==> src/rtl/pe_array_loader.sv <==
// pe_array_loader: sequences one host word stream onto the PE array instruction chain, then its data-load chain
module pe_array_loader #(
    parameter int NUM_PE     = 8,
    parameter int DATA_WIDTH = 16,
    parameter int INST_WIDTH = 32,
    parameter int INST_DEPTH = 8,
    parameter int DATA_DEPTH = 16
) (
    input  logic                              clk,
    input  logic                              rst,
    input  logic                              start,
    input  logic [$clog2(INST_DEPTH+1)-1:0]   n_inst,
    input  logic [$clog2(DATA_DEPTH+1)-1:0]   n_data,
    input  logic                              abort,
    input  logic                              s_valid,
    output logic                              s_ready,
    input  logic [INST_WIDTH-1:0]             s_data,
    output logic                              inst_v,
    output logic [INST_WIDTH-1:0]             inst_in,
    output logic                              din_v,
    output logic [2*DATA_WIDTH-1:0]           din_ld,
    output logic                              busy,
    output logic                              done,
    output logic                              aborted
);
    localparam int NIW = $clog2(INST_DEPTH+1);
    localparam int NDW = $clog2(DATA_DEPTH+1);
    localparam int CW  = $clog2(NUM_PE*(INST_DEPTH > DATA_DEPTH ? INST_DEPTH : DATA_DEPTH)+1);
    typedef enum logic [1:0] {IDLE, LOAD_INST, LOAD_DATA, DONE} state_t;
    state_t          state;
    logic [NIW-1:0]  ni, ni_c;
    logic [NDW-1:0]  nd, nd_c;
    logic [CW-1:0]   cnt, cnt_inc, inst_tgt, data_tgt;
    assign ni_c     = (n_inst > NIW'(INST_DEPTH)) ? NIW'(INST_DEPTH) : n_inst;
    assign nd_c     = (n_data > NDW'(DATA_DEPTH)) ? NDW'(DATA_DEPTH) : n_data;
    assign inst_tgt = CW'(NUM_PE) * CW'(ni);
    assign data_tgt = CW'(NUM_PE) * CW'(nd);
    assign cnt_inc  = cnt + CW'(1);
    assign s_ready  = (state == LOAD_INST) || (state == LOAD_DATA);
    assign busy     = state != IDLE;
    assign done     = state == DONE;
    // abort wins over a same-cycle accept: the offered word is dropped
    always_ff @(posedge clk or negedge rst) begin
        if (!rst) begin
            state   <= IDLE;
            ni      <= '0;
            nd      <= '0;
            cnt     <= '0;
            inst_v  <= 1'b0;
            inst_in <= '0;
            din_v   <= 1'b0;
            din_ld  <= '0;
            aborted <= 1'b0;
        end else begin
            inst_v  <= 1'b0;
            din_v   <= 1'b0;
            aborted <= 1'b0;
            case (state)
                IDLE: if (start) begin
                    ni    <= ni_c;
                    nd    <= nd_c;
                    cnt   <= '0;
                    state <= (ni_c != '0) ? LOAD_INST : (nd_c != '0) ? LOAD_DATA : DONE;
                end
                LOAD_INST: if (abort) begin
                    state   <= IDLE;
                    aborted <= 1'b1;
                end else if (s_valid) begin
                    inst_v  <= 1'b1;
                    inst_in <= s_data;
                    cnt     <= (cnt_inc == inst_tgt) ? '0 : cnt_inc;
                    if (cnt_inc == inst_tgt)
                        state <= (nd != '0) ? LOAD_DATA : DONE;
                end
                LOAD_DATA: if (abort) begin
                    state   <= IDLE;
                    aborted <= 1'b1;
                end else if (s_valid) begin
                    din_v  <= 1'b1;
                    din_ld <= s_data[2*DATA_WIDTH-1:0];
                    cnt    <= (cnt_inc == data_tgt) ? '0 : cnt_inc;
                    if (cnt_inc == data_tgt)
                        state <= DONE;
                end
                default: state <= IDLE;
            endcase
        end
    end
endmodule

==> config.mk <==
export PLATFORM = sky130hd
export DESIGN_NAME = pe_array_loader
export DESIGN_NICKNAME = d
export VERILOG_FILES = /design/src/rtl/pe_array_loader.sv
export SDC_FILE = /design/constraint.sdc
export NUM_CORES = 1
export LEC_CHECK = 0
export ABC_CLOCK_PERIOD_IN_PS = 6980
export CORE_MARGIN = 4
export CORE_UTILIZATION = 58
export CTS_CLUSTER_SIZE = 12
export DETAILED_ROUTE_END_ITERATION = 16
export DONT_BUFFER_PORTS = 1
export PLACE_DENSITY = 0.79
export SLEW_MARGIN = 10
export SYNTH_ARGS = -nofsm -noshare
export SYNTH_HDL_FRONTEND = slang
export SYNTH_SLANG_ARGS = --single-unit
==> constraint.sdc <==
create_clock -name clk -period 6.98 [get_ports clk]
set_clock_uncertainty 0.2 [all_clocks]
set_input_delay 1.745 -clock clk [delete_from_list [all_inputs] [get_ports clk]]
set_output_delay 1.745 -clock clk [all_outputs]
set_load 0.01 [all_outputs]
== Word level (Yosys, flattened, before mapping) ==
Cells that the tools add are included.
Cells by class
  bitwise gates (word level): 1
  eq/ne operators: 14
  magnitude comparators: 2
  reduce and logical (&&, ||, !) cells: 13
  add/sub/neg operators: 1
  mux-type cells: 27
Operators by type and width (number)
  two-way mux 8 bit: 7
  one-hot mux 8 bit (3 select lines): 1
  two-way mux 2 bit: 8
  != test 2 bit (second input constant): 5
  nonzero test 5 bit: 2
  adder 8 x 1 -> 8 bit (second input constant): 1
  == test 8 x 7 -> 1 bit: 1
  == test 8 bit: 1
  two-way mux 1 bit: 8
  != test 3 x 2 -> 1 bit (second input constant): 2
  != test 3 bit (second input constant): 2
  one-hot mux 2 bit (3 select lines): 1
  AND reduction 3 bit: 2
  AND reduction 6 bit: 1
  greater-than comparator 5 bit (second input constant): 1
  two-way mux 5 bit: 1
  AND reduction 5 bit: 1
  == test 2 bit (second input constant): 2
  greater-than comparator 4 bit (second input constant): 1
  two-way mux 4 bit: 1
  nonzero test 4 bit: 1
  nonzero test 3 bit: 1
  == test 2 x 1 -> 1 bit (second input constant): 1
  logical NOT 2 bit: 1
  other kinds (5): 5
Word-level totals
  bits of input ports: 46
  logic and storage cells: 67
  output and inout bits: 70
  flip-flop bits (word level): 86

== Depth between registers and ports, before layout ==
Gate-level depths: netlist of run 1.
  depth in word-level cells: 7
  mapped depth: 9
  mapped depth without buffers: 9

== Least setup slack after synthesis of run 1 ==
No wires, ideal clock.
  path type: input-to-reg
  start point: input port s_valid
  end point: register din_ld[0]
  arrival: 2.742 ns
  library setup time: 0.125 ns
  required time: 6.655 ns
  setup slack: 3.914 ns
  buffers on the path: 1
  cell stages on the path: 4
  cell sequence: nor2b_1 nand2_1 buf_1 mux2_2
Between the ends
  longest elaborated chain between the ends: 1
RTL lines
  start, declared: RTL line 15  | input logic s_valid,
  AND reduction 3 bit (no line)
  end signal, assigned: RTL line 80  | din_ld <= s_data[2*DATA_WIDTH-1:0];
  end, declared: RTL line 21  | output logic [2*DATA_WIDTH-1:0] din_ld,
Every way passes these cells.
A chain may end at the register's enable or synchronous reset.

== Final worst setup path of run 1 ==
  start point: register state[0]
  end point: output port s_ready
Between the ends
  longest elaborated chain between the ends: 2
  elaborated cells between the ends (all ways): 3
  those cells by class: eq/ne (2); reduce/logical (1)
RTL lines
  start, declared: RTL line 30  | state_t state;
  start signal, assigned: RTL line 63  | state <= (ni_c != '0) ? LOAD_INST : (nd_c != '0) ? LOAD_DATA : DONE;
  start signal, assigned: RTL line 73  | state <= (nd != '0) ? LOAD_DATA : DONE;
  == test 2 x 1 -> 1 bit or == test 2 bit (tied branches): RTL line 39  | assign s_ready = (state == LOAD_INST) || (state == LOAD_DATA);
  logical OR 1 bit (*): RTL line 39
  end, declared: RTL line 16  | output logic s_ready,
Every way passes the cells marked *; elsewhere a longest branch is shown, timed or not.

==> results of run 1 <==
cell type report:
type / count / area (sq um) / area share
Inverter: 9 / 33.8 / 0.00839
Multi-Input combinational cell: 187 / 1520 / 0.377
Clock buffer: 9 / 124 / 0.0308
Clock inverter: 7 / 82.6 / 0.0205
Sequential cell: 86 / 2150 / 0.534
Timing Repair Buffer: 3 / 22.5 / 0.00559
Tap cell: 77 / 96.3 / 0.0239
final timing paths:
kind,from,to,slack (ps),depth (start not counted)
worst max-delay path,state[0]$_DFFE_PN0P_,s_ready,3780,2
worst max register to register,cnt[4]$_DFFE_PN0P_,state[1]$_DFFE_PN0P_,4260,7
worst min-delay path,ni[2]$_DFFE_PN0P_,ni[2]$_DFFE_PN0P_,330,2
max in group asynchronous,rst,inst_in[23]$_DFFE_PN0P_,5550,0
worst min register to register,ni[2]$_DFFE_PN0P_,ni[2]$_DFFE_PN0P_,330,2
min in group asynchronous,rst,ni[0]$_DFFE_PN0P_,890,0
cell families after synthesis:
group / Yosys count
AOI/OAI and AO/OA: 44
xor gates and xnor gates: 12
adders and majority gates: 5
buffers and inverters: 22
DFF: 86
muxes: 68
and+or+nand+nor: 58
per-stage QoR:
stage	instances	worst slack (ps)	power [uW]	hold slack, ps
floorplan	295	3910	1310	269
global placement	362	3870	1420	303
detailed placement	362	3830	1450	301
CTS	378	3780	1800	335
global route	378	3710	1900	367
finish	378	3780	1780	329
state kept, by name, summed over array words and instances, names as in the netlist:
| signal | cells |
|---|---|
| din_ld | 32 |
| nd | 5 |
| din_v | 1 |
| state | 2 |
| inst_in | 32 |
| ni | 4 |
| inst_v | 1 |
| cnt | 8 |
| aborted | 1 |
critical path: cells and delay by family, from the launching register on:
| kind | cells | cell delay, ps |
|---|---|---|
| fa+ha+maj | 1 | 430 |
| flops | 1 | 410 |
| buf+inv | 1 | 80 |
per-layer routing:
metal  share of wire  vias up
met2            0.49       86
met5               0        -
li1                -     1041
met1            0.40     1118
met4           0.012        0
met3           0.098        8
power by group through the flow:
stage | Clock (uW) | Sequential, uW | Combinational [uW]
2_1_floorplan | 0 | 937 | 370
3_3_place_gp | 0 | 996 | 421
3_5_place_dp | 0 | 1000 | 443
4_1_cts | 360 | 997 | 445
5_1_grt | 383 | 1020 | 492
6_report | 349 | 991 | 438
layout by cell type, fill, tap and decap left out, drive strengths merged:
cell type / synthesis / final
or4: 5 / 5
o22ai: 1 / 1
o31ai: 2 / 2
nor2: 9 / 9
clkinv: 0 / 4
a22oi: 1 / 1
a21oi: 9 / 9
a211oi: 4 / 4
o211ai: 2 / 2
nor4: 2 / 2
and2: 2 / 2
or3: 4 / 4
dfrtp: 86 / 86
a21boi: 1 / 1
bufinv: 0 / 1
a311o: 1 / 1
and3b: 1 / 1
xnor2: 7 / 7
a31oi: 1 / 1
o21a: 1 / 1
nand2b: 7 / 7
xor2: 5 / 5
mux2: 68 / 68
nor3b: 1 / 1
inv: 9 / 11
buf: 10 / 3
a21o: 6 / 6
clkbuf: 3 / 9
or4b: 1 / 1
nand2: 19 / 19
nand3: 3 / 3
nor3: 1 / 1
o21ai: 15 / 15
ha: 5 / 5
nand3b: 1 / 1
nor2b: 2 / 2
==> impl_results.md, run 1 <==
* CP Class: reg -> out
* Crit end category: output port
* 1st-iter DRT viols at 83
* Die H at 88.5 um
* Synth async-reset ratio at 1.00
* Slowest cell on the critical path: ha_1
* Root buffer cell: clkbuf_8
* Peak VDD IR at 0.000284 V
* Setup_tns at 0 ps
* Largest family of logic cells by synthesized area: multiplexers
* Clk sinks at 86
* Top-count cell post-synth: dfrtp_1
* Via-to-Cell Ratio at 5.96
* Required @ worst endpoint at 5040 ps
* Synthesized flop and latch total at 86
* Unique cell type count in the Yosys netlist at 39
* DP Area at 3820 sq um
* Post-CTS Setup Inserts at 0
* Outcome: finished clean
* RSZ-0062 raised after global routing: false
* Syn nets at 346
* Post-Synth Simple-Gate Area at 0.0820
* Post-layout util at 0.638
* HPWL Detailed at 5.24 mm
* Initial antenna violation count at 0
* CTS buffer count at 9
* Mapped Avg Cell Area at 12.7 sq um
* Post-route DRC at 0
* Routed via count at 2253
* Slew Viols, Final at 0
* Top_reg_cell synth: dfrtp_1
* Post-synthesis xor/xnor area fraction at 0.0280
* Largest net degree at the start of global routing at 87
* Synth area leaders: dfrtp_1, mux2_2, o21ai_0
* GPL Wtd Cong at 0.822
* Number of hold buffers added after CTS at 0
* Clock Path Buffers at 2
* Max Cap Viol at 0
* Slew @ Worst Pin at 566 ps
* Register area share after synthesis at 0.573
* Rows at 29
* Switching part of the total at 0.361
* Initial Util at 0.595
* Fraction of layout cells with a size suffix above 1 at 0.292
* GRT met3 Usage at 0.0903
* Peak per-stage delay on the critical path at 430 ps
* Worst endpoint data arrival time at 1250 ps
* Worst setup SP type: flop
* Yosys top cell by area: dfrtp_1
* Global route total overflow at 0
* Die area at 7830 sq um
* WL per Instance at 19.2 um
* Total GRT Usage at 0.189
* Met2 global-route usage at 0.299
* I/O Pins at 116
* Mapped Cells at 295
* Clk slew on worst S/H paths at 80 ps
* Core area at 6310 sq um
* Post-synth EDFFs at 0
* Cell Pwr Density at 442 nW/um^2
* Synth Area in Compound Gates at 0.0733
* Pleak at 0.00183 uW
* Share of Yosys cell area claimed by the top area cell type at 0.573
* CTS resizes at 0
* Pre-antenna DRT Iters at 4
* Fillers at 499
* Area grow syn2layout at 7.26%
* Die Wd at 88.5 um
* Design Area, Final at 4030 sq um
* Clock share of power at 0.196
* Yosys Warn Count at 0
* Vias in the first global route at 2375
* Worst min path class: reg -> reg
* Synth Area in Adders at 0.0167
* Switching pwr at 641 uW
* Final min period at 3200 ps
* Internal power at 1140 uW
* Clock latency on the worst-skew pair at 340 ps
* Final-stage net count at 347
* CTS tree: yes
* Setup violations, final at 0
* Crit share post-route at 0.458
* Crit path cell chain: inv_1, ha_1
* Most frequent cells after synthesis: dfrtp_1, mux2_2, nand2_1
* Mapped Area at 3750 sq um
* Top achievable clock speed at 313 MHz
* Final WL at 7.27 mm
* Diode count at 0
* Final ANT Viol Nets at 0
* Busiest grt layer: met2
* Mux cell area share after synthesis at 0.204
* Seq pwr share at 0.557
* CTS HTree Levels at 3
* Hold Vio Cnt, Final at 0
* CP max FO at 6
* Port-buffer cells at 0
* Max_slew headroom at 0.623
* Combinational power share at 0.247
* First-pass GRT wire length at 11.2 mm
* Met1 Usage GRT at 0.229
(Power assumes the default switching activity.)
==> run 2, diff against run 1 <==
- ABC_CLOCK_PERIOD_IN_PS: 6980 -> 2900
- CORE_UTILIZATION: 58 -> 56
- clock period: 6.98 -> 2.9 ns (I/O delays scaled with it)
==> run 2 against run 1 <==
  * The flow now finishes with violations (negative hold slack)
  * Critical path depth is 5 higher
  * Register-to-register slack got worse by 4000 ps
  * Sequential cell count unchanged
  * Via count is 2.0% higher
  * Core utilization shrank 0.068 points
  * Setup slack got worse by 3500 ps
  * Global-route usage is 0.34 points higher
  * Cell area is 1.6% higher
  * Combinational power increased by 140%
==> impl_results.md, run 2 (synthesis gave the netlist of run 1 again) <==
* Die H at 89.9 um (+1.6%)
* Max_slew headroom at 0.667 (+0.0445)
* Most frequent cells in the layout: dfrtp_1, mux2_2, nand2_1, o21ai_0
* I/O Pins at 116 (unchanged)
* Final WL at 7.59 mm (+4.4%)
* Setup violations, final at 0 (unchanged)
* Post-route DRC at 0 (unchanged)
* Slew Viols, Final at 0 (unchanged)
* Outcome: finished, violations left
* Die area at 8080 sq um (+3.2%)
* RSZ-0062 raised after global routing: false
* HPWL Detailed at 5.56 mm (+6.1%)
* Clock Path Buffers at 2 (unchanged)
* 1st-iter DRT viols at 135 (+63%)
* Crit share post-route at 0.904
* Most common cell after layout, fill and taps aside: dfrtp_1
* Port-buffer cells at 0 (unchanged)
* Peak VDD IR at 0.000595 V (+110%)
* Routed via count at 2297 (+2.0%)
* Setup_tns at 0 ps (unchanged)
* Hold Vio Cnt, Final at 86 (+86)
* Largest net degree at the start of global routing at 87 (unchanged)
* Post-layout util at 0.637 (-0.000682)
* GPL Wtd Cong at 0.836 (+1.8%)
* Required @ worst endpoint at 2930 ps (-2110 ps)
* First-pass GRT wire length at 12.4 mm (+10%)
* Hold Slack at -132 ps (-461 ps)
* FF-to-FF path depth at 7 (unchanged)
* Worst endpoint data arrival time at 2650 ps (+1400 ps)
* FF-to-FF Start: cnt[3]$_DFFE_PN0P_
* CP Class: reg -> reg
* Initial Util at 0.585 (-0.0101)
* Cell Pwr Density at 1090 nW/um^2 (+150%)
* Final min period at 2620 ps
* Final ANT Viol Nets at 0 (unchanged)
* Vias in the first global route at 2450 (+3.2%)
* CTS tree: yes
* Clk slew on worst S/H paths at 90 ps (about the same)
* Rows at 29 (unchanged)
* Total GRT Usage at 0.192 (+0.00338)
* Die Wd at 89.9 um (+1.6%)
* WL per Instance at 20.0 um (+3.9%)
* Fraction of layout cells with a size suffix above 1 at 0.297 (+0.00467)
* Core area at 6420 sq um (+1.7%)
* Max Cap Viol at 0 (unchanged)
* Initial antenna violation count at 0 (unchanged)
* Fillers at 495 (-0.80%)
* Crit end category: flop
* Root buffer cell: clkbuf_8
* Clock latency on the worst-skew pair at 340 ps (about the same)
* Pleak at 0.00185 uW (+1.6%)
* Worst min path class: in -> async
* Via-to-Cell Ratio at 6.04 (+1.4%)
* Global route total overflow at 0 (unchanged)
* Clk sinks at 86 (unchanged)
* Worst setup SP type: flop
* Tot Pwr at 4460 uW (+150%)
* Critical Path Start: cnt[3]$_DFFE_PN0P_
* Top achievable clock speed at 381 MHz
* Failing checks: negative hold slack
* CTS resizes at 0 (unchanged)
* CTS buffer count at 9 (unchanged)
* CP max FO at 11 (+5)
* Pre-antenna DRT Iters at 4 (unchanged)
* Final-stage net count at 349 (+0.58%)
* Regs by FF count: din_ld x32, inst_in x32, cnt x8
* CTS HTree Levels at 3 (unchanged)
* Diode count at 0 (unchanged)
* Slew @ Worst Pin at 498 ps (-68.0 ps)
* Area grow syn2layout at 9.00%
[run 2: cell count changes in the layout (fill, tap and decap cells not counted), sizes merged]
cell / previous run / this run
buf: 3 / 5
bufinv: 1 / 3
clkinv: 4 / 3
inv: 11 / 10
[run 2: layer usage]
metal / track usage / vias up / wire length, um
li1: - / 1049 / -
met5: 0 / - / 0
met1: 0.218 / 1157 / 2840
met4: 0.0702 / 0 / 63
met2: 0.325 / 85 / 4020
met3: 0.0793 / 6 / 671
[run 2: critical path, stage by stage, from the launching register on]
cell and delay, ps:
dfrtp_1 530, nand3_1 260, or3_1 420, xnor2_1 150, a31oi_1 290, a211oi_2 90
o22ai_1 220, mux2_1 350
[run 2: area by class of cell]
class                      instances  area (sq um)  share of cell area
multi-input combinational        187          1520               0.371
inverter                           9          33.8             0.00825
tap                               77          96.3              0.0235
timing repair buffer               5          37.5             0.00917
clock inverter                     7           133              0.0324
sequential                        86          2150               0.526
clock buffer                       9           124              0.0303
[run 2: stage by stage]
step           std cells  cell area [sq um]  setup WS, ps
4_1_cts              380               4090           302
3_3_place_gp         364               3840           435
3_5_place_dp         364               3840           317
2_1_floorplan        295               3750           533
5_1_grt              380               4090          88.2
6_report             380               4090           278
[run 2: path summary, 6_finish.rpt]
check / end / slack [ps]
max: state[0]$_DFFE_PN0P_ / 280
min: inst_in[13]$_DFFE_PN0P_ / -130
max reg2reg: state[0]$_DFFE_PN0P_ / 280
min reg2reg: nd[0]$_DFFE_PN0P_ / 330
max in group asynchronous: inst_in[19]$_DFFE_PN0P_ / 2530
min in group clk: inst_in[13]$_DFFE_PN0P_ / 320
[run 2: timing repair]
item / 4_1_cts / 5_1_grt
setup endpoints to repair: 0 / 0
setup buffers: 0 / 0
hold endpoints to repair: 86 / 86
[run 2: power breakdown]
group / internal [uW] / switching, uW
clock network: 585 / 438
logic: 590 / 466
registers: 1740 / 640
==> run 3, diff against run 2 <==
- CORE_UTILIZATION: 56 -> 58
- CTS_BUF_LIST: unset -> sky130_fd_sc_hd__clkbuf_4 sky130_fd_sc_hd__clkbuf_8
- PLACE_DENSITY: 0.79 -> 0.81
==> run 3 against run 2 <==
  * The flow still finishes with violations (negative hold slack)
  * Global-route usage shrank 0.076 points
  * Wire length shrank 3.4%
  * Sequential share of layout area rose by 0.45 points
  * Count of clock-buffer cells in the layout unchanged
  * Via count shrank 2.3%
  * Cell count increased by 0.26%
  * Non-clock buffer count up 1
  * Largest cell class unchanged
  * Largest power group unchanged
  * Highest routed layer unchanged
==> impl_results.md, run 3 (synthesis gave the netlist of run 1 again) <==
* Die H at 88.5 um (-1.6%)
* Top achievable clock speed at 378 MHz (-0.83%)
* HPWL Detailed at 5.29 mm (-4.8%)
* Fraction of layout cells with a size suffix above 1 at 0.299 (+0.00231)
* First-pass GRT wire length at 11.3 mm (-8.7%)
* WL per Instance at 19.2 um (-3.7%)
* Max Cap Viol at 0 (unchanged)
* Worst r2r dst: cnt[4]$_DFFE_PN0P_
* Final-stage net count at 350 (+0.29%)
* Pre-antenna DRT Iters at 4 (unchanged)
* Die Wd at 88.5 um (-1.6%)
* Initial Util at 0.595 (+0.0101)
* GPL Wtd Cong at 0.840 (+0.47%)
* Die area at 7830 sq um (-3.1%)
* DP Area at 3840 sq um (+0.20%)
* Setup violations, final at 0 (unchanged)
* Final ANT Viol Nets at 0 (unchanged)
* Area grow syn2layout at 8.06%
* Clk sinks at 86 (unchanged)
* Fillers at 479 (-3.2%)
* Post-layout util at 0.643 (+0.00544)
* Initial antenna violation count at 0 (unchanged)
* Reg2Reg Setup Slack at 260 ps (-20 ps)
* RSZ-0062 raised after global routing: false
* Via-to-Cell Ratio at 5.89 (-2.6%)
* CTS buffer count at 9 (unchanged)
* Port-buffer cells at 0 (unchanged)
* Outcome: finished, violations left
* Final min period at 2640 ps (+22.0 ps)
* Clock latency on the worst-skew pair at 350 ps (about the same)
* Most frequent cells in the layout: dfrtp_1, mux2_2, nand2_1, o21ai_0
* Worst min path class: in -> async
* I/O Pins at 116 (unchanged)
* Worst endpoint data arrival time at 2680 ps (+30 ps)
* Slew Viols, Final at 0 (unchanged)
* Rows at 29 (unchanged)
* Peak VDD IR at 0.000703 V (+18%)
* Max_slew headroom at 0.657 (-0.0105)
* Design Area, Final at 4060 sq um (-0.86%)
* Worst setup SP type: flop
* Met2 WL at 3.73 mm (-7.2%)
* Slew @ Worst Pin at 515 ps (+17.0 ps)
* CP max FO at 10 (-1)
* Vias in the first global route at 2365 (-3.5%)
* Total GRT Usage at 0.191 (-0.000764)
* Post-CTS Setup Inserts at 0 (unchanged)
* Cell Pwr Density at 1060 nW/um^2 (-2.7%)
* Regs by FF count: din_ld x32, inst_in x32, cnt x8
* CP Class: reg -> reg
* Core area at 6310 sq um (-1.7%)
* Crit share post-route at 0.912 (+0.00758)
* Routed via count at 2244 (-2.3%)
* Largest net degree at the start of global routing at 87 (unchanged)
* CTS HTree Levels at 3 (unchanged)
* Failing checks: negative hold slack
* Clock Path Buffers at 2 (unchanged)
* Clk slew on worst S/H paths at 90 ps (about the same)
* CTS tree: yes
* Diode count at 0 (unchanged)
* Required @ worst endpoint at 2940 ps (about the same)
* Pleak at 0.00183 uW (-1.1%)
* FF-to-FF Start: cnt[4]$_DFFE_PN0P_
* Final WL at 7.33 mm (-3.4%)
* Top Layer Used: met4
* Root buffer cell: clkbuf_8
* Post-route DRC at 0 (unchanged)
* Met3 WL at 671 um (unchanged)
* Crit end category: flop
* CTS resizes at 0 (unchanged)
* Metal-1 WL at 2.81 mm (-0.95%)
* 1st-iter DRT viols at 117 (-13%)
* Hold Vio Cnt, Final at 86 (unchanged)
* Setup_tns at 0 ps (unchanged)
* Hold Slack at -139 ps (-7.70 ps)
* Global route total overflow at 0 (unchanged)
* Most common cell after layout, fill and taps aside: dfrtp_1
* FF-to-FF path depth at 7 (unchanged)
-- run 3: stage by stage --
step / std cells / worst slack, ps / power [uW]
final: 381 / 256 / 4300
after global routing: 381 / 109 / 4580
after CTS: 381 / 254 / 4360
after detailed placement: 365 / 270 / 3470
after global placement: 365 / 371 / 3400
after floorplan: 295 / 533 / 3140
-- run 3: area by class of cell --
cell class	count	area, sq um	area share
clock buffers	9	124	0.0305
repair buffers	6	45.0	0.0111
multi-input cells	187	1520	0.374
clock inverters	7	90.1	0.0222
inverters	9	33.8	0.00833
flip-flops and latches	86	2150	0.530
well taps	77	96.3	0.0237
-- run 3: how the worst max path moves through the flow --
stage	from	endpoint	slack, ps	cells past startpoint
global route	cnt[4]$_DFFE_PN0P_	state[0]$_DFFE_PN0P_	110	7
floorplan	cnt[4]$_DFFE_PN0P_	state[0]$_DFFE_PN0P_	530	8
finish	cnt[4]$_DFFE_PN0P_	cnt[4]$_DFFE_PN0P_	260	7
global placement	cnt[0]$_DFFE_PN0P_	cnt[6]$_DFFE_PN0P_	370	7
detailed placement	cnt[4]$_DFFE_PN0P_	cnt[6]$_DFFE_PN0P_	270	7
CTS	cnt[4]$_DFFE_PN0P_	cnt[4]$_DFFE_PN0P_	250	7
-- run 3: where the power goes --
| part | leakage (uW) | total (uW) | switching, uW | internal, uW |
|---|---|---|---|---|
| sequential | 0.00106 | 2380 | 637 | 1740 |
| combinational | 0.000669 | 1050 | 464 | 590 |
| clock | 0.000101 | 873 | 456 | 417 |
| total | 0.00183 | 4300 | 1560 | 2750 |
-- run 3: worst max-delay path, stage by stage, from the launching register on --
cell and delay, ps:
dfrtp_1 500, xor2_1 220, or4_1 400, a211oi_1 290, a31oi_1 180, a22oi_1 490
a21oi_1 100, a21o_1 170
-- run 3: metal layers --
metal | GRT usage | vias to the layer above
met5 | 0 | -
met4 | 0.0755 | 0
met3 | 0.0875 | 14
met1 | 0.231 | 1114
met2 | 0.300 | 76
li1 | - | 1040
